===== config.mk =====
export PLATFORM = sky130hd
export DESIGN_NAME = cam_cmd_initiator_flat
export DESIGN_NICKNAME = d
export VERILOG_FILES = /design/src/rtl/cam_cmd_initiator_if.sv /design/src/rtl/cam_cmd_initiator.sv /design/src/flat_wrapper.sv
export SDC_FILE = /design/constraint.sdc
export NUM_CORES = 1
export LEC_CHECK = 0
export CAP_MARGIN = 20
export CORE_MARGIN = 2
export CORE_UTILIZATION = 54
export DETAILED_ROUTE_END_ITERATION = 8
export GPL_ROUTABILITY_DRIVEN = 0
export PLACE_DENSITY = 0.77
export SLEW_MARGIN = 20
export SYNTH_ARGS = -nofsm -noshare
export SYNTH_HDL_FRONTEND = slang
export SYNTH_SLANG_ARGS = --single-unit

===== constraint.sdc =====
create_clock -name clk_i -period 6 [get_ports clk_i]
set_clock_uncertainty 0.1 [all_clocks]
set_input_delay 0.6 -clock clk_i [delete_from_list [all_inputs] [get_ports clk_i]]
set_output_delay 0.6 -clock clk_i [all_outputs]
set_load 0.05 [all_outputs]

===== src/rtl/cam_cmd_initiator_if.sv =====
// Request/response handshake bundle between a lookup client (master) and the
// CAM command initiator (slave).
interface cam_cmd_initiator_if #(
    parameter int DATA_W = 32,
    parameter int IDX_W  = 5
);
    logic              req_valid;
    logic              req_ready;
    logic [1:0]        req_op;
    logic [IDX_W-1:0]  req_index;
    logic [DATA_W-1:0] req_data;

    logic              rsp_valid;
    logic              rsp_ready;
    logic              rsp_hit;
    logic [IDX_W-1:0]  rsp_index;
    logic [DATA_W-1:0] rsp_data;

    modport master (
        output req_valid, req_op, req_index, req_data, rsp_ready,
        input  req_ready, rsp_valid, rsp_hit, rsp_index, rsp_data
    );

    modport slave (
        input  req_valid, req_op, req_index, req_data, rsp_ready,
        output req_ready, rsp_valid, rsp_hit, rsp_index, rsp_data
    );
endinterface


===== src/rtl/cam_cmd_initiator.sv =====
// Initiator front end for the 32x32 CAM: queues requests, runs one CAM operation at a time
// and returns one response per request. Define CAM_HIT_STATS_EN for search/insert hit/miss counters.
module cam_cmd_initiator #(
    parameter int DATA_W     = 32,
    parameter int IDX_W      = 5,
    parameter int FIFO_DEPTH = 4,
    parameter int RSP_LAT    = 1
) (
    input  logic              clk_i,
    input  logic              rst_i,
    cam_cmd_initiator_if.slave cmd,
    output logic              cam_read_enable_o,
    output logic [IDX_W-1:0]  cam_read_index_o,
    output logic              cam_write_enable_o,
    output logic [IDX_W-1:0]  cam_write_index_o,
    output logic [DATA_W-1:0] cam_write_data_o,
    output logic              cam_search_enable_o,
    output logic [DATA_W-1:0] cam_search_data_o,
    input  logic              cam_read_valid_i,
    input  logic [DATA_W-1:0] cam_read_value_i,
    input  logic              cam_search_valid_i,
    input  logic [IDX_W-1:0]  cam_search_index_i,
    output logic [IDX_W-1:0]  alloc_ptr_o
`ifdef CAM_HIT_STATS_EN
    ,
    output logic [15:0]       hit_cnt_o,
    output logic [15:0]       miss_cnt_o
`endif
);

    typedef enum logic [1:0] {
        OP_READ   = 2'b00,
        OP_WRITE  = 2'b01,
        OP_SEARCH = 2'b10,
        OP_INSERT = 2'b11
    } op_e;

    typedef enum logic [2:0] {
        IDLE,
        ISSUE,
        WAIT,
        INS_WR,
        RESP
    } state_e;

    localparam int PTR_W = $clog2(FIFO_DEPTH);
    localparam int CNT_W = (RSP_LAT > 1) ? $clog2(RSP_LAT) : 1;

    op_e               fifo_op    [FIFO_DEPTH];
    logic [IDX_W-1:0]  fifo_index [FIFO_DEPTH];
    logic [DATA_W-1:0] fifo_data  [FIFO_DEPTH];
    logic [PTR_W-1:0]  wr_ptr;
    logic [PTR_W-1:0]  rd_ptr;
    logic [PTR_W:0]    count;
    logic              push;
    logic              pop;

    state_e            state;
    op_e               op_q;
    logic [IDX_W-1:0]  idx_q;
    logic [DATA_W-1:0] data_q;
    logic [CNT_W-1:0]  wait_cnt;

    assign cmd.req_ready = (count != (PTR_W+1)'(FIFO_DEPTH));
    assign push          = cmd.req_valid && cmd.req_ready;
    assign pop           = (state == IDLE) && (count != '0);

    // Payload storage needs no reset: only entries covered by count are ever read.
    always_ff @(posedge clk_i) begin
        if (push) begin
            fifo_op[wr_ptr]    <= op_e'(cmd.req_op);
            fifo_index[wr_ptr] <= cmd.req_index;
            fifo_data[wr_ptr]  <= cmd.req_data;
        end
    end

    always_ff @(posedge clk_i or posedge rst_i) begin
        if (rst_i) begin
            wr_ptr <= '0;
            rd_ptr <= '0;
            count  <= '0;
        end else begin
            if (push) wr_ptr <= wr_ptr + 1'b1;
            if (pop)  rd_ptr <= rd_ptr + 1'b1;
            case ({push, pop})
                2'b10:   count <= count + 1'b1;
                2'b01:   count <= count - 1'b1;
                default: count <= count;
            endcase
        end
    end

    // Strobes are registered and set on entry to ISSUE/INS_WR, so each lasts exactly one cycle.
    always_ff @(posedge clk_i or posedge rst_i) begin
        if (rst_i) begin
            state               <= IDLE;
            op_q                <= OP_READ;
            idx_q               <= '0;
            data_q              <= '0;
            wait_cnt            <= '0;
            cam_read_enable_o   <= 1'b0;
            cam_read_index_o    <= '0;
            cam_write_enable_o  <= 1'b0;
            cam_write_index_o   <= '0;
            cam_write_data_o    <= '0;
            cam_search_enable_o <= 1'b0;
            cam_search_data_o   <= '0;
            cmd.rsp_valid       <= 1'b0;
            cmd.rsp_hit         <= 1'b0;
            cmd.rsp_index       <= '0;
            cmd.rsp_data        <= '0;
            alloc_ptr_o         <= '0;
        end else begin
            cam_read_enable_o   <= 1'b0;
            cam_write_enable_o  <= 1'b0;
            cam_search_enable_o <= 1'b0;
            case (state)
                IDLE: begin
                    if (pop) begin
                        op_q   <= fifo_op[rd_ptr];
                        idx_q  <= fifo_index[rd_ptr];
                        data_q <= fifo_data[rd_ptr];
                        case (fifo_op[rd_ptr])
                            OP_READ: begin
                                cam_read_enable_o <= 1'b1;
                                cam_read_index_o  <= fifo_index[rd_ptr];
                            end
                            OP_WRITE: begin
                                cam_write_enable_o <= 1'b1;
                                cam_write_index_o  <= fifo_index[rd_ptr];
                                cam_write_data_o   <= fifo_data[rd_ptr];
                            end
                            default: begin
                                cam_search_enable_o <= 1'b1;
                                cam_search_data_o   <= fifo_data[rd_ptr];
                            end
                        endcase
                        state <= ISSUE;
                    end
                end
                ISSUE: begin
                    if (op_q == OP_WRITE) begin
                        cmd.rsp_valid <= 1'b1;
                        cmd.rsp_hit   <= 1'b1;
                        cmd.rsp_index <= idx_q;
                        cmd.rsp_data  <= data_q;
                        state         <= RESP;
                    end else begin
                        wait_cnt <= CNT_W'(RSP_LAT - 1);
                        state    <= WAIT;
                    end
                end
                WAIT: begin
                    if (wait_cnt != '0) begin
                        wait_cnt <= wait_cnt - 1'b1;
                    end else begin
                        case (op_q)
                            OP_READ: begin
                                cmd.rsp_valid <= 1'b1;
                                cmd.rsp_hit   <= cam_read_valid_i;
                                cmd.rsp_index <= idx_q;
                                cmd.rsp_data  <= cam_read_value_i;
                                state         <= RESP;
                            end
                            OP_INSERT: begin
                                if (cam_search_valid_i) begin
                                    cmd.rsp_valid <= 1'b1;
                                    cmd.rsp_hit   <= 1'b1;
                                    cmd.rsp_index <= cam_search_index_i;
                                    cmd.rsp_data  <= data_q;
                                    state         <= RESP;
                                end else begin
                                    cam_write_enable_o <= 1'b1;
                                    cam_write_index_o  <= alloc_ptr_o;
                                    cam_write_data_o   <= data_q;
                                    state              <= INS_WR;
                                end
                            end
                            default: begin
                                cmd.rsp_valid <= 1'b1;
                                cmd.rsp_hit   <= cam_search_valid_i;
                                cmd.rsp_index <= cam_search_index_i;
                                cmd.rsp_data  <= data_q;
                                state         <= RESP;
                            end
                        endcase
                    end
                end
                INS_WR: begin
                    // Round-robin allocation: wrapping past the last slot overwrites the oldest insert.
                    cmd.rsp_valid <= 1'b1;
                    cmd.rsp_hit   <= 1'b0;
                    cmd.rsp_index <= alloc_ptr_o;
                    cmd.rsp_data  <= data_q;
                    alloc_ptr_o   <= alloc_ptr_o + 1'b1;
                    state         <= RESP;
                end
                RESP: begin
                    if (cmd.rsp_ready) begin
                        cmd.rsp_valid <= 1'b0;
                        state         <= IDLE;
                    end
                end
                default: state <= IDLE;
            endcase
        end
    end

`ifdef CAM_HIT_STATS_EN
    logic stat_final;
    logic stat_hit;
    logic stat_miss;

    assign stat_final = (state == WAIT) && (wait_cnt == '0) &&
                        ((op_q == OP_SEARCH) || (op_q == OP_INSERT));
    assign stat_hit   = stat_final && cam_search_valid_i;
    assign stat_miss  = (stat_final && !cam_search_valid_i && (op_q == OP_SEARCH)) ||
                        (state == INS_WR);

    // An insert miss is counted when its write is issued, which is when its response is formed.
    always_ff @(posedge clk_i or posedge rst_i) begin
        if (rst_i) begin
            hit_cnt_o  <= '0;
            miss_cnt_o <= '0;
        end else begin
            if (stat_hit && (hit_cnt_o != 16'hFFFF))   hit_cnt_o  <= hit_cnt_o + 1'b1;
            if (stat_miss && (miss_cnt_o != 16'hFFFF)) miss_cnt_o <= miss_cnt_o + 1'b1;
        end
    end
`endif

endmodule


===== src/flat_wrapper.sv =====
// flat-port wrapper written by rule: the top's interface ports become plain ports
module cam_cmd_initiator_flat 
#(
    parameter int DATA_W     = 32,
    parameter int IDX_W      = 5,
    parameter int FIFO_DEPTH = 4,
    parameter int RSP_LAT    = 1
)
  (clk_i, rst_i, cam_read_enable_o, cam_read_index_o, cam_write_enable_o, cam_write_index_o, cam_write_data_o, cam_search_enable_o, cam_search_data_o, cam_read_valid_i, cam_read_value_i, cam_search_valid_i, cam_search_index_i, alloc_ptr_o, cmd_req_valid, cmd_req_op, cmd_req_index, cmd_req_data, cmd_rsp_ready, cmd_req_ready, cmd_rsp_valid, cmd_rsp_hit, cmd_rsp_index, cmd_rsp_data);
  cam_cmd_initiator_if #(.DATA_W(DATA_W), .IDX_W(IDX_W)) cmd_i ();
  input  logic clk_i;
  input  logic rst_i;
  output logic cam_read_enable_o;
  output logic [IDX_W-1:0] cam_read_index_o;
  output logic cam_write_enable_o;
  output logic [IDX_W-1:0] cam_write_index_o;
  output logic [DATA_W-1:0] cam_write_data_o;
  output logic cam_search_enable_o;
  output logic [DATA_W-1:0] cam_search_data_o;
  input  logic cam_read_valid_i;
  input  logic [DATA_W-1:0] cam_read_value_i;
  input  logic cam_search_valid_i;
  input  logic [IDX_W-1:0] cam_search_index_i;
  output logic [IDX_W-1:0] alloc_ptr_o;
  input wire logic [$bits(cmd_i.req_valid)-1:0] cmd_req_valid;
  input wire logic [$bits(cmd_i.req_op)-1:0] cmd_req_op;
  input wire logic [$bits(cmd_i.req_index)-1:0] cmd_req_index;
  input wire logic [$bits(cmd_i.req_data)-1:0] cmd_req_data;
  input wire logic [$bits(cmd_i.rsp_ready)-1:0] cmd_rsp_ready;
  output wire logic [$bits(cmd_i.req_ready)-1:0] cmd_req_ready;
  output wire logic [$bits(cmd_i.rsp_valid)-1:0] cmd_rsp_valid;
  output wire logic [$bits(cmd_i.rsp_hit)-1:0] cmd_rsp_hit;
  output wire logic [$bits(cmd_i.rsp_index)-1:0] cmd_rsp_index;
  output wire logic [$bits(cmd_i.rsp_data)-1:0] cmd_rsp_data;
  assign cmd_i.req_valid = cmd_req_valid;
  assign cmd_i.req_op = cmd_req_op;
  assign cmd_i.req_index = cmd_req_index;
  assign cmd_i.req_data = cmd_req_data;
  assign cmd_i.rsp_ready = cmd_rsp_ready;
  assign cmd_req_ready = cmd_i.req_ready;
  assign cmd_rsp_valid = cmd_i.rsp_valid;
  assign cmd_rsp_hit = cmd_i.rsp_hit;
  assign cmd_rsp_index = cmd_i.rsp_index;
  assign cmd_rsp_data = cmd_i.rsp_data;
  cam_cmd_initiator #(.DATA_W(DATA_W), .IDX_W(IDX_W), .FIFO_DEPTH(FIFO_DEPTH), .RSP_LAT(RSP_LAT)) u_core (.clk_i(clk_i), .rst_i(rst_i), .cmd(cmd_i), .cam_read_enable_o(cam_read_enable_o), .cam_read_index_o(cam_read_index_o), .cam_write_enable_o(cam_write_enable_o), .cam_write_index_o(cam_write_index_o), .cam_write_data_o(cam_write_data_o), .cam_search_enable_o(cam_search_enable_o), .cam_search_data_o(cam_search_data_o), .cam_read_valid_i(cam_read_valid_i), .cam_read_value_i(cam_read_value_i), .cam_search_valid_i(cam_search_valid_i), .cam_search_index_i(cam_search_index_i), .alloc_ptr_o(alloc_ptr_o));
endmodule

# After elaboration in Yosys (flattened, before gate mapping)
# Memory sizes are Yosys's and may differ from the RTL's.
# Cells that the tools add are included.
[totals]
ff_bits = 171
output_inout_bits = 122
ram_bits = 156
mem_count = 3
word_cells = 125
in_bits = 82
[mem_list]
columns = ["name", "words", "word_bits", "read_ports", "rd_clocked_by_memory_dff", "write_ports", "line", "rtl"]
rows = [
  ["u_core.fifo_data", 4, 32, 1, 0, 1, "cam_cmd_initiator.sv:51", "logic [DATA_W-1:0] fifo_data [FIFO_DEPTH];"],
  ["u_core.fifo_index", 4, 5, 1, 0, 1, "cam_cmd_initiator.sv:50", "logic [IDX_W-1:0] fifo_index [FIFO_DEPTH];"],
  ["u_core.fifo_op", 4, 2, 1, 0, 1, "cam_cmd_initiator.sv:49", "op_e fifo_op [FIFO_DEPTH];"],
]
[classes]
n_bitwise = 1
eq_ne = 19
mux = 56
n_addsub = 6
reduce_logical = 20
[ops]
columns = ["op", "n"]
rows = [
  ["two-way mux 32 bit", 8],
  ["case mux 32 bit (2 select lines)", 2],
  ["case mux 32 bit (3 select lines)", 1],
  ["two-way mux 5 bit", 8],
  ["two-way mux 1 bit", 21],
  ["case mux 5 bit (2 select lines)", 2],
  ["two-way mux 3 bit", 6],
  ["case mux 3 bit (5 select lines)", 1],
  ["case mux 5 bit (3 select lines)", 1],
  ["!= test 2 bit (second input constant)", 5],
  ["AND reduction 3 bit", 3],
  ["equality test 2 x 1 -> 1 bit (second input constant)", 3],
  ["equality test 3 x 2 -> 1 bit (second input constant)", 2],
  ["!= test 2 x 1 -> 1 bit (second input constant)", 3],
  ["!= test 3 bit (second input constant)", 2],
  ["case mux 1 bit (2 select lines)", 3],
  ["case mux 3 bit (2 select lines)", 1],
  ["AND reduction 6 bit", 1],
  ["nonzero test 2 bit", 3],
  ["nonzero test 3 bit", 2],
  ["adder 5 x 1 -> 5 bit (second input constant)", 1],
  ["AND reduction 5 bit", 1],
  ["adder 2 x 1 -> 2 bit (second input constant)", 2],
  ["equality test 2 bit (second input constant)", 2],
  ["15 further kinds", 18],
]

# Depth between registers and ports, before layout
# Gate-level depths: netlist of the first run.
# An unclocked memory read counts as a cell.
[logic_depth]
ltp_word = 6
mapped_depth = 11
mapped_depth_nobuf = 10

# Worst setup path before layout of the first run
# Ideal clock, no wire load.
[synth_path]
path_kind = "register to register"
start = "register u_core.state[2]"
end = "register u_core.count[2]"
period_less_slack_ps = 2751
required_time_ps = 5821
setup_ps = 79
t_arrival_ps = 2571
path_slack_ps = 3249
path_stages_with_launch = 12
n_path_buf = 3
path_cell_list = "dfrtp_1 -> buf_2 -> or4_1 -> clkbuf_1 -> inv_2 -> clkbuf_1 -> ha_1 -> inv_1 -> fa_1 -> xor2_1 -> nor2_1 -> xor2_1"
[synth_via]
elab_chain_cells = 4
word_cells_on_any_way = 6
classes_between = "eq/ne: 2; mux: 1; reduce/logical: 3"
[synth_rtl]
columns = ["element", "line", "rtl"]
rows = [
  ["start, declared", "cam_cmd_initiator.sv:58", "state_e state;"],
  ["start signal, assigned", "cam_cmd_initiator.sv:96", "state <= IDLE;"],
  ["start signal, assigned", "cam_cmd_initiator.sv:138", "state <= ISSUE;"],
  ["start signal, assigned", "cam_cmd_initiator.sv:147", "state <= RESP;"],
  ["zero test 3 bit *", "cam_cmd_initiator.sv:66", "assign pop = (state == IDLE) && (count != '0);"],
  ["logical AND 1 bit *", "cam_cmd_initiator.sv:66", ""],
  ["net u_core.pop", "cam_cmd_initiator.sv:56", "logic pop;"],
  ["equality test 2 x 1 -> 1 bit / equality test 2 bit (equally long branches)", "cam_cmd_initiator.sv:85", "case ({push, pop})"],
  ["case mux 3 bit (2 select lines) / nonzero test 2 bit (equally long branches)", "n/a", ""],
  ["end signal, assigned", "cam_cmd_initiator.sv:86", "2'b10: count <= count + 1'b1;"],
  ["end signal, assigned", "cam_cmd_initiator.sv:87", "2'b01: count <= count - 1'b1;"],
  ["end signal, assigned", "cam_cmd_initiator.sv:88", "default: count <= count;"],
  ["end, declared", "cam_cmd_initiator.sv:54", "logic [PTR_W:0] count;"],
]
# The timed path passes the listed nets; every way through them passes the cells marked *.
# A chain may end at the register's enable or synchronous reset.

# Worst setup path after layout of the first run
[layout_path]
start = "register u_core.state[0]"
end = "register u_core.cam_search_data_o[1], read port of u_core.fifo_data"
[layout_via]
elab_chain_cells = 3
[layout_rtl]
columns = ["element", "line", "rtl"]
rows = [
  ["zero test 3 bit *", "cam_cmd_initiator.sv:66, cam_cmd_initiator.sv:117", ""],
  ["logical AND 1 bit", "cam_cmd_initiator.sv:66", ""],
  ["AND reduction 3 bit (no source line) *", "n/a", ""],
  ["end, declared", "cam_cmd_initiator.sv:18", "output logic [DATA_W-1:0] cam_search_data_o,"],
]
# Every way passes the cells marked *; elsewhere a longest branch is shown, timed or not.

==> results of run 1 <==
## metal layers
layer	wire length, microns	track usage	vias to the layer above
met3	1583	0.04442	52
met2	13950	0.3713	243
met4	663	0.06634	2
met5	16	0	-
met1	12310	0.3084	3907
li1	-	-	3454
## state kept, by name (all words and copies together), names as in the netlist, 3 cells and up
register	cells
u_core.cam_read_index_o	5
u_core.cam_write_data_o	32
u_core.cam_write_index_o	5
u_core.state	3
u_core.fifo_op	8
u_core.cam_search_data_o	32
u_core.fifo_index	20
u_core.alloc_ptr_o	5
u_core.count	3
u_core.cmd.rsp_data	32
u_core.fifo_data	128
u_core.cmd.rsp_index	5
u_core.idx_q	5
u_core.data_q	32
## stage by stage
stage / setup WS (ns) / hold slack, ns / std cells
floorplan: 0.6966 / 0.3460 / 839
global placement: 1.805 / 0.3597 / 1326
detailed placement: 1.716 / 0.3666 / 1327
CTS: 1.699 / 0.3812 / 1389
global route: 1.538 / 0.4163 / 1390
finish: 1.713 / 0.3856 / 1391
## worst paths after layout
kind	from	endpoint	slack [ns]
hold / removal	u_core.idx_q[0]$_DFFE_PP0P_	u_core.idx_q[0]$_DFFE_PP0P_	0.39
setup / recovery	u_core.state[0]$_DFFE_PP0P_	u_core.cam_search_data_o[1]$_DFFE_PP0P_	1.71
min in group asynchronous	rst_i	u_core.cam_write_data_o[5]$_DFFE_PP0P_	0.47
max in group asynchronous	rst_i	u_core.rd_ptr[0]$_DFFE_PP0P_	4.16
hold reg to reg	u_core.idx_q[0]$_DFFE_PP0P_	u_core.idx_q[0]$_DFFE_PP0P_	0.39
setup reg to reg	u_core.state[0]$_DFFE_PP0P_	u_core.cam_search_data_o[1]$_DFFE_PP0P_	1.71
## cell type report
| class | count | area [sq um] | area share |
|---|---|---|---|
| tap | 324 | 405.4 | 0.02444 |
| sequential | 326 | 8944 | 0.5391 |
| antenna | 1 | 2.502 | 0.0001509 |
| clock buffer | 53 | 1017 | 0.06132 |
| timing repair buffer | 210 | 2117 | 0.1276 |
| clock inverter | 9 | 65.06 | 0.003922 |
| inverter | 22 | 87.58 | 0.005280 |
| multi-input combinational | 446 | 3950 | 0.2381 |
## cells by family after synthesis
family                   after synthesis  synth area share
AO/OA/AOI/OAI                         58           0.02521
XOR/XNOR                              10          0.006634
adder cells (fa/ha/maj)               10           0.01004
buffers and inverters                 67           0.02596
flip-flops                           326            0.6770
multiplexers                         185            0.1959
AND/OR/NAND/NOR                      183           0.05932
## worst min-delay path: stages, from the launching register on
cell and delay (ns):
dfrtp_1 0.34, nand2_1 0.05, nand2_1 0.06
## cell usage after synthesis, types with 9 or more instances
cell / instances / area, sq um
dfrtp_1: 170 / 4254
edfxtp_1: 156 / 4684
nand2_1: 120 / 450.4
mux2_2: 94 / 1059
a21oi_1: 40 / 200.2
nor2_1: 37 / 138.9
mux2i_1: 33 / 330.3
mux4_2: 30 / 675.7
clkbuf_1: 23 / 86.33
inv_1: 21 / 78.83
mux2_4: 19 / 285.3
buf_2: 12 / 60.06
ha_1: 9 / 112.6
mux4_1: 9 / 236.5
==> summary.md, run 1 <==
| Metric | Value |
|---|---|
| Status | `finished, final reports clean` |
| Maximum fanout along the worst path | `43` |
| Placed inst area | `15,480 sq um` |
| Number of distinct library cells after synthesis | `between 40 and 50` |
| Vias post-DR | `approximately 7,700` |
| Die area | `25,720 sq um` |
| First-pass GRT wire length | `between 40,000 and 50,000 microns` |
| Fmax | `233.3 MHz` |
| Synth warnings | `0` |
| FILL cells | `~1,600` |
| Buffers on Ports | `203` |
| Routed WL | `28,520 microns` |
| Area grow syn2layout | `25.63%` |
| TritonCTS clock tree | `built` |
| Core Region | `around 24,000 sq um` |
| Ys flop type | `dfrtp_1` |
| Critical path's largest stage delay | `about 1.2 ns` |
| Arr. time, crit path | `between 4 and 5 ns` |
| DR DRC count | `0` |
| Synthesized cell area | `~13,000 sq um` |
| Post-synth EDFFs | `156` |
| Site Rows | `57` |
| Initial antenna violation count | `1` |
| Hold Crit Class | `reg -> reg` |
| DP HPWL | `17,720 microns` |
| Max-cap violation count | `0` |
| Worst slew margin | `0.2735` |
| Async SR Flop Fraction | `0.5215` |
| Clk slew on worst S/H paths | `roughly 0.06 ns` |
| Clock period minus worst slack | `4.287 ns` |
| # Post-CTS Setup Buffers | `0` |
| Hold Path Depth | `2` |
| CP Launch Type | `register` |
| DR pass1 iterations | `5` |
| Clock Sinks | `roughly 330` |
| Total Routing Usage GR | `0.2249` |
| Slew Viols, Final | `0` |
| Synth Net Count | `around 930` |
| Worst path required time | `roughly 6.3 ns` |
| Part of the cycle the worst path needs | `0.7145` |
| Cts hold-fix bufs | `0` |
| Final Hold Fails | `0` |
| Post-route cell area | `approximately 17,000 sq um` |
| Critical path class | `reg -> reg` |
| Most frequent cells in the layout | `clkdlybuf4s50_1, dfrtp_1, edfxtp_1, nand2_1, mux2_2` |
| Synth Register Bits | `between 300 and 400` |
| Pin count of the biggest net entering global routing | `between 70 and 80` |
| Crit path capture type | `register` |
| Syn_area_per_cell | `15.74 sq um` |
| H-Tree Depth | `2` |
| Fin util | `0.6861` |
| Layout cells sized above 1 | `0.1998` |
| Worst-path cell chain | `or4_2, inv_2, nand2_2, mux2_2` |
| Gate Count Post-Synth | `839` |
| CTS root buf | `clkbuf_16` |
| Most common cell after layout, fill and taps aside | `clkdlybuf4s50_1` |
| Die Wd | `160.4 microns` |
| CP bufs+invs | `1` |
| Initial core utilization | `0.5461` |
| Die height | `roughly 160 microns` |
| WL per Instance | `just over 20 microns` |
| Vias in the first global route | `just under 8,000` |
| Sequential area share after synthesis | `0.6770` |
| Iter 0 DRT Violations | `about 490` |
| Total gr overflow | `0` |
| RSZ-0062 raised after global routing | `no` |
| Setup TNS | `0 ns` |
| Routed Antenna Nets | `0` |
| Slowest CP cell | `or4_2` |
| Post-CTS sizing | `0` |
| Tightest Pin Transition | `between 1 and 1.5 ns` |
| Vias per cell | `between 5 and 6` |
| Top Family by Delay on Critical Path | `simple AND/OR/NAND/NOR gates` |
| Worst-Skew Late Latency | `roughly 0.50 ns` |
| Ports | `204` |
| R2R cell count | `4` |
| Clock buffer count from CTS | `34` |
| CTS Buffer Depth | `3` |
| WP depth | `4` |
| Post-layout net count | `roughly 1,100` |
| Setup violators final | `0` |
Power of run 1 is left out: the tool's default activity adds up to more than one toggle a clock period on the data nets, which glitch-free logic cannot reach.
==> inputs of run 2 (changes only) <==
CORE_UTILIZATION = 49   (was 54)
PLACE_DENSITY = 0.74   (was 0.77)
clock period = 3.9 ns   (was 6 ns; I/O delays follow)
==> run 2 against run 1 <==
Compared with the run above:
- utilization decreased by 6.2 points
- global-route usage decreased by 1.4 points
- first-iteration DRC count decreased by 21%
- critical path type unchanged
==> summary.md, run 2 (same netlist as run 1, synthesis figures left out) <==
| Metric | Value |
|---|---|
| Status | `finished, final reports clean` |
| Die height | `between 150 and 200 microns` |
| WL per Instance | `slightly above 20 microns` |
| Buffers on Ports | `203` |
| Clock buffer count from CTS | `35` |
| Max-cap violation count | `0` |
| Worst-Skew Late Latency | `0.50 ns` |
| Post-CTS sizing | `0` |
| Crit path capture type | `register` |
| R2r startpoint | `u_core.state[0]$_DFFE_PP0P_` |
| Met3 global-route usage | `0.03855` |
| Site Rows | `60` |
| GRT met1 Usage | `0.2818` |
| GR peak layer | `met2` |
| Hold Crit Class | `in -> async` |
| Biggest register | `u_core.fifo_data` |
| Slew Viols, Final | `0` |
| Worst path required time | `~4.2 ns` |
| Initial core utilization | `0.4941` |
| Fmax | `around 320 MHz` |
| Fin util | `0.6244` |
| Critical path class | `reg -> reg` |
| R2R cell count | `5` |
| Die Wd | `between 150 and 200 microns` |
| Cts hold-fix bufs | `0` |
| Maximum fanout along the worst path | `23` |
| First-pass GRT wire length | `45,490 microns` |
| Vias in the first global route | `about 7,800` |
| Most frequent cells in the layout | `clkdlybuf4s50_1, dfrtp_1, edfxtp_1, nand2_1, mux2_2` |
| # Post-CTS Setup Buffers | `0` |
| DP HPWL | `~18,000 microns` |
| TritonCTS clock tree | `built` |
| Clk slew on worst S/H paths | `0.06 ns` |
| Vias per cell | `roughly 5.3` |
| Core Region | `~27,000 sq um` |
| CP startpoint | `u_core.state[0]$_DFFE_PP0P_` |
| CTS root buf | `clkbuf_16` |
| Iter 0 DRT Violations | `around 380` |
| Clock period minus worst slack | `3.081 ns` |
| DR pass1 iterations | `5` |
| Initial antenna violation count | `2` |
| CTS Buffer Depth | `3` |
| Final Hold Fails | `0` |
| Hold WS | `0.1924 ns` |
| Die area | `28,280 sq um` |
| FILL cells | `2,009` |
| Tightest Pin Transition | `0.9732 ns` |
| RSZ-0062 raised after global routing | `no` |
| Routed Antenna Nets | `0` |
| CP Launch Type | `register` |
| Clock Sinks | `approximately 330` |
| Ports | `about 200` |
| Most common cell after layout, fill and taps aside | `clkdlybuf4s50_1` |
| Worst slew margin | `0.3512` |
| Routed WL | `between 20,000 and 30,000 microns` |
| Arr. time, crit path | `roughly 3.4 ns` |
| Total gr overflow | `0` |
| H-Tree Depth | `2` |
| Met2 capacity usage during global routing | `0.3586` |
| Part of the cycle the worst path needs | `0.7899` |
| Setup TNS | `0 ns` |
| Post-layout net count | `1,141` |
| Pin count of the biggest net entering global routing | `just under 90` |
| Total Routing Usage GR | `0.2106` |
| DR DRC count | `0` |
| Setup violators final | `0` |
| Number of flip-flops in the largest register | `128` |
| Area grow syn2layout | `26.38%` |
| Layout cells sized above 1 | `0.2076` |
| Vias post-DR | `about 7,500` |
## run 2: cell types whose count changed in the layout (fill, tap and decap cells not counted), sizes merged
cell	previous run	this run
bufinv	1	2
clkinvlp	0	1
clkbuf	53	51
buf	7	15
inv	22	23
clkinv	8	7
## run 2: worst paths after layout
path,end,slack (ns)
max in group asynchronous,u_core.cam_write_data_o[17]$_DFFE_PP0P_,2.63
min reg2reg,u_core.idx_q[2]$_DFFE_PP0P_,0.38
max,u_core.cam_search_data_o[1]$_DFFE_PP0P_,0.82
max reg2reg,u_core.cam_search_data_o[1]$_DFFE_PP0P_,0.82
min,u_core.cmd.rsp_index[2]$_DFFE_PP0P_,0.19
min in group clk_i,u_core.idx_q[2]$_DFFE_PP0P_,0.38
## run 2: final cells by class
cell class	instances	area (sq um)	area share
Timing Repair Buffer	218	2170	0.1300
Inverter	22	86.33	0.005174
Clock inverter	11	103.9	0.006223
Clock buffer	51	1008	0.06043
Sequential cell	326	8944	0.5360
Antenna cell	1	2.502	0.0001500
Multi-Input combinational cell	446	3946	0.2365
Tap cell	341	426.7	0.02557
## run 2: worst max-delay path, cell delays in order, from the launching register on
cell and delay [ns]:
dfrtp_1 0.55, or4_2 0.75, inv_2 0.41, nand2_2 0.44
buf_4 0.39, mux2_2 0.31
## run 2: routing by layer
layer	wire [microns]	vias up	share of wire
met4	711	2	0.024
met1	12770	3818	0.43
li1	-	3467	-
met2	14520	195	0.49
met3	1388	49	0.047
met5	10	-	0.00034
## run 2: per-stage QoR
step	instances	cell area, sq um	worst slack (ns)
after global routing	1415	16680	0.6639
after floorplan	839	13210	1.149
after CTS	1415	16680	0.8345
after detailed placement	1353	15570	0.8443
after global placement	1353	15570	0.8581
final	1416	16690	0.8194
Power of run 2 is left out for the same reason.
==> inputs of run 3 (changes only) <==
clock period = 2.5 ns   (was 3.9 ns; I/O delays follow)
==> run 3 against run 2 <==
Compared with the run above:
- global-route usage shrank 0.21 points
- register-to-register slack lost 0.60 ns
- worst hold slack gained 0.085 ns
- worst setup slack lost 0.65 ns
- count of clock-buffer cells in the layout shrank 1
- utilization grew 0.97 points
- highest routed layer is now met4
==> summary.md, run 3 (same netlist as run 1, synthesis figures left out) <==
| Metric | Value |
|---|---|
| Status | `finished, final reports clean` |
| TritonCTS clock tree | `built` |
| Site Rows | `60` |
| Clock buffer count from CTS | `35` |
| DR pass1 iterations | `5` |
| Core Region | `~27,000 sq um` |
| Total gr overflow | `0` |
| Arr. time, crit path | `approximately 2.0 ns` |
| First-pass GRT wire length | `between 40,000 and 50,000 microns` |
| DR DRC count | `0` |
| Crit path capture type | `output port` |
| RSZ-0062 raised after global routing | `no` |
| Die area | `28,280 sq um` |
| Die height | `about 170 microns` |
| DP HPWL | `about 19,000 microns` |
| Setup violators final | `0` |
| Fmax | `around 430 MHz` |
| Most frequent cells in the layout | `clkdlybuf4s50_1, dfrtp_1, edfxtp_1, nand2_1, mux2_2` |
| Hold Crit Class | `in -> reg` |
| Ports | `204` |
| Number of flip-flops in the largest register | `128` |
| Initial antenna violation count | `1` |
| Buffers on Ports | `slightly above 200` |
| Pin count of the biggest net entering global routing | `between 60 and 70` |
| Vias per cell | `5.327` |
| Routed WL | `28,970 microns` |
| CTS Buffer Depth | `3` |
| Slew Viols, Final | `0` |
| Post-layout net count | `about 1,200` |
| FILL cells | `1,933` |
| Initial core utilization | `0.4941` |
| Vias post-DR | `~7,600` |
| Maximum fanout along the worst path | `6` |
| CP Launch Type | `register` |
| Die Wd | `168.2 microns` |
| Most common cell after layout, fill and taps aside | `clkdlybuf4s50_1` |
| Clk slew on worst S/H paths | `about 0.06 ns` |
| Iter 0 DRT Violations | `approximately 480` |
| Worst slew margin | `0.6171` |
| Layout cells sized above 1 | `0.2244` |
| Total Routing Usage GR | `0.2085` |
| CTS root buf | `clkbuf_16` |
| Max-cap violation count | `0` |
| Clock Sinks | `between 300 and 400` |
| Area grow syn2layout | `28.34%` |
| Routed Antenna Nets | `0` |
| Hold WS | `roughly 0.28 ns` |
| WL per Instance | `about 20 microns` |
| Clock period minus worst slack | `2.330 ns` |
| Vias in the first global route | `about 8,000` |
| Final Hold Fails | `0` |
| Worst-Skew Late Latency | `0.51 ns` |
| Critical path class | `reg -> out` |
| H-Tree Depth | `2` |
| Tightest Pin Transition | `approximately 0.57 ns` |
| Worst path required time | `2.15 ns` |
| Biggest register | `u_core.fifo_data` |
| Part of the cycle the worst path needs | `0.9322` |
run 3: per-layer routing:
layer / track usage / wire (microns) / vias to the layer above
met5: 0 / 0 / -
met2: 0.3509 / 14430 / 209
met3: 0.04396 / 1701 / 36
met4: 0.05547 / 563 / 0
met1: 0.2792 / 12280 / 3879
li1: - / - / 3515
run 3: metrics by stage:
stage,util,setup slack (ns),TNS (ns),std cells,instance area (sq um)
finish,0.6341,0.1696,0,1434,16950
global route,0.6340,0.1061,0,1433,16940
CTS,0.6336,0.09235,0,1432,16930
detailed placement,0.5912,0.1063,0,1367,15800
global placement,0.5912,0.1215,0,1367,15800
floorplan,-,-0.01871,-3.181,839,13250
run 3: final cells by class:
| cell class | count | area (sq um) | share of cell area |
|---|---|---|---|
| clock inverter | 14 | 130.1 | 0.007679 |
| antenna | 1 | 2.502 | 0.0001477 |
| tap | 341 | 426.7 | 0.02518 |
| timing repair buffer | 234 | 2392 | 0.1412 |
| sequential | 326 | 8944 | 0.5278 |
| clock buffer | 50 | 993.5 | 0.05862 |
| inverter | 22 | 88.84 | 0.005242 |
| multi-input combinational | 446 | 3969 | 0.2342 |
run 3: worst paths after layout:
path,from,end,cells after the start,slack [ns]
worst max-delay path,u_core.count[0]$_DFFE_PP0P_,cmd_req_ready,3,0.17
worst min-delay path,cam_read_value_i[17],u_core.cmd.rsp_data[17]$_DFFE_PP0P_,3,0.28
worst max register to register,u_core.rd_ptr[0]$_DFFE_PP0P_,u_core.cam_write_data_o[22]$_DFFE_PP0P_,5,0.22
worst min register to register,u_core.idx_q[2]$_DFFE_PP0P_,u_core.idx_q[2]$_DFFE_PP0P_,2,0.38
max in group asynchronous,rst_i,u_core.cam_write_data_o[22]$_DFFE_PP0P_,4,1.24
min in group asynchronous,rst_i,u_core.cam_write_enable_o$_DFF_PP0_,3,0.48
run 3: timing repair:
item                                    CTS  global route
hold buffers                              1             0
hold endpoints to repair                  2             0
setup buffers                             0             1
endpoints found under the setup margin    0             1
gates resized for setup                   0             1
run 3: critical path, stage by stage, from the launching register on:
cell             delay (ns)
dfrtp_1                0.39
inv_1                  0.10
nand3_2                0.12
clkdlybuf4s50_1        0.86
Power of run 3 is left out for the same reason.
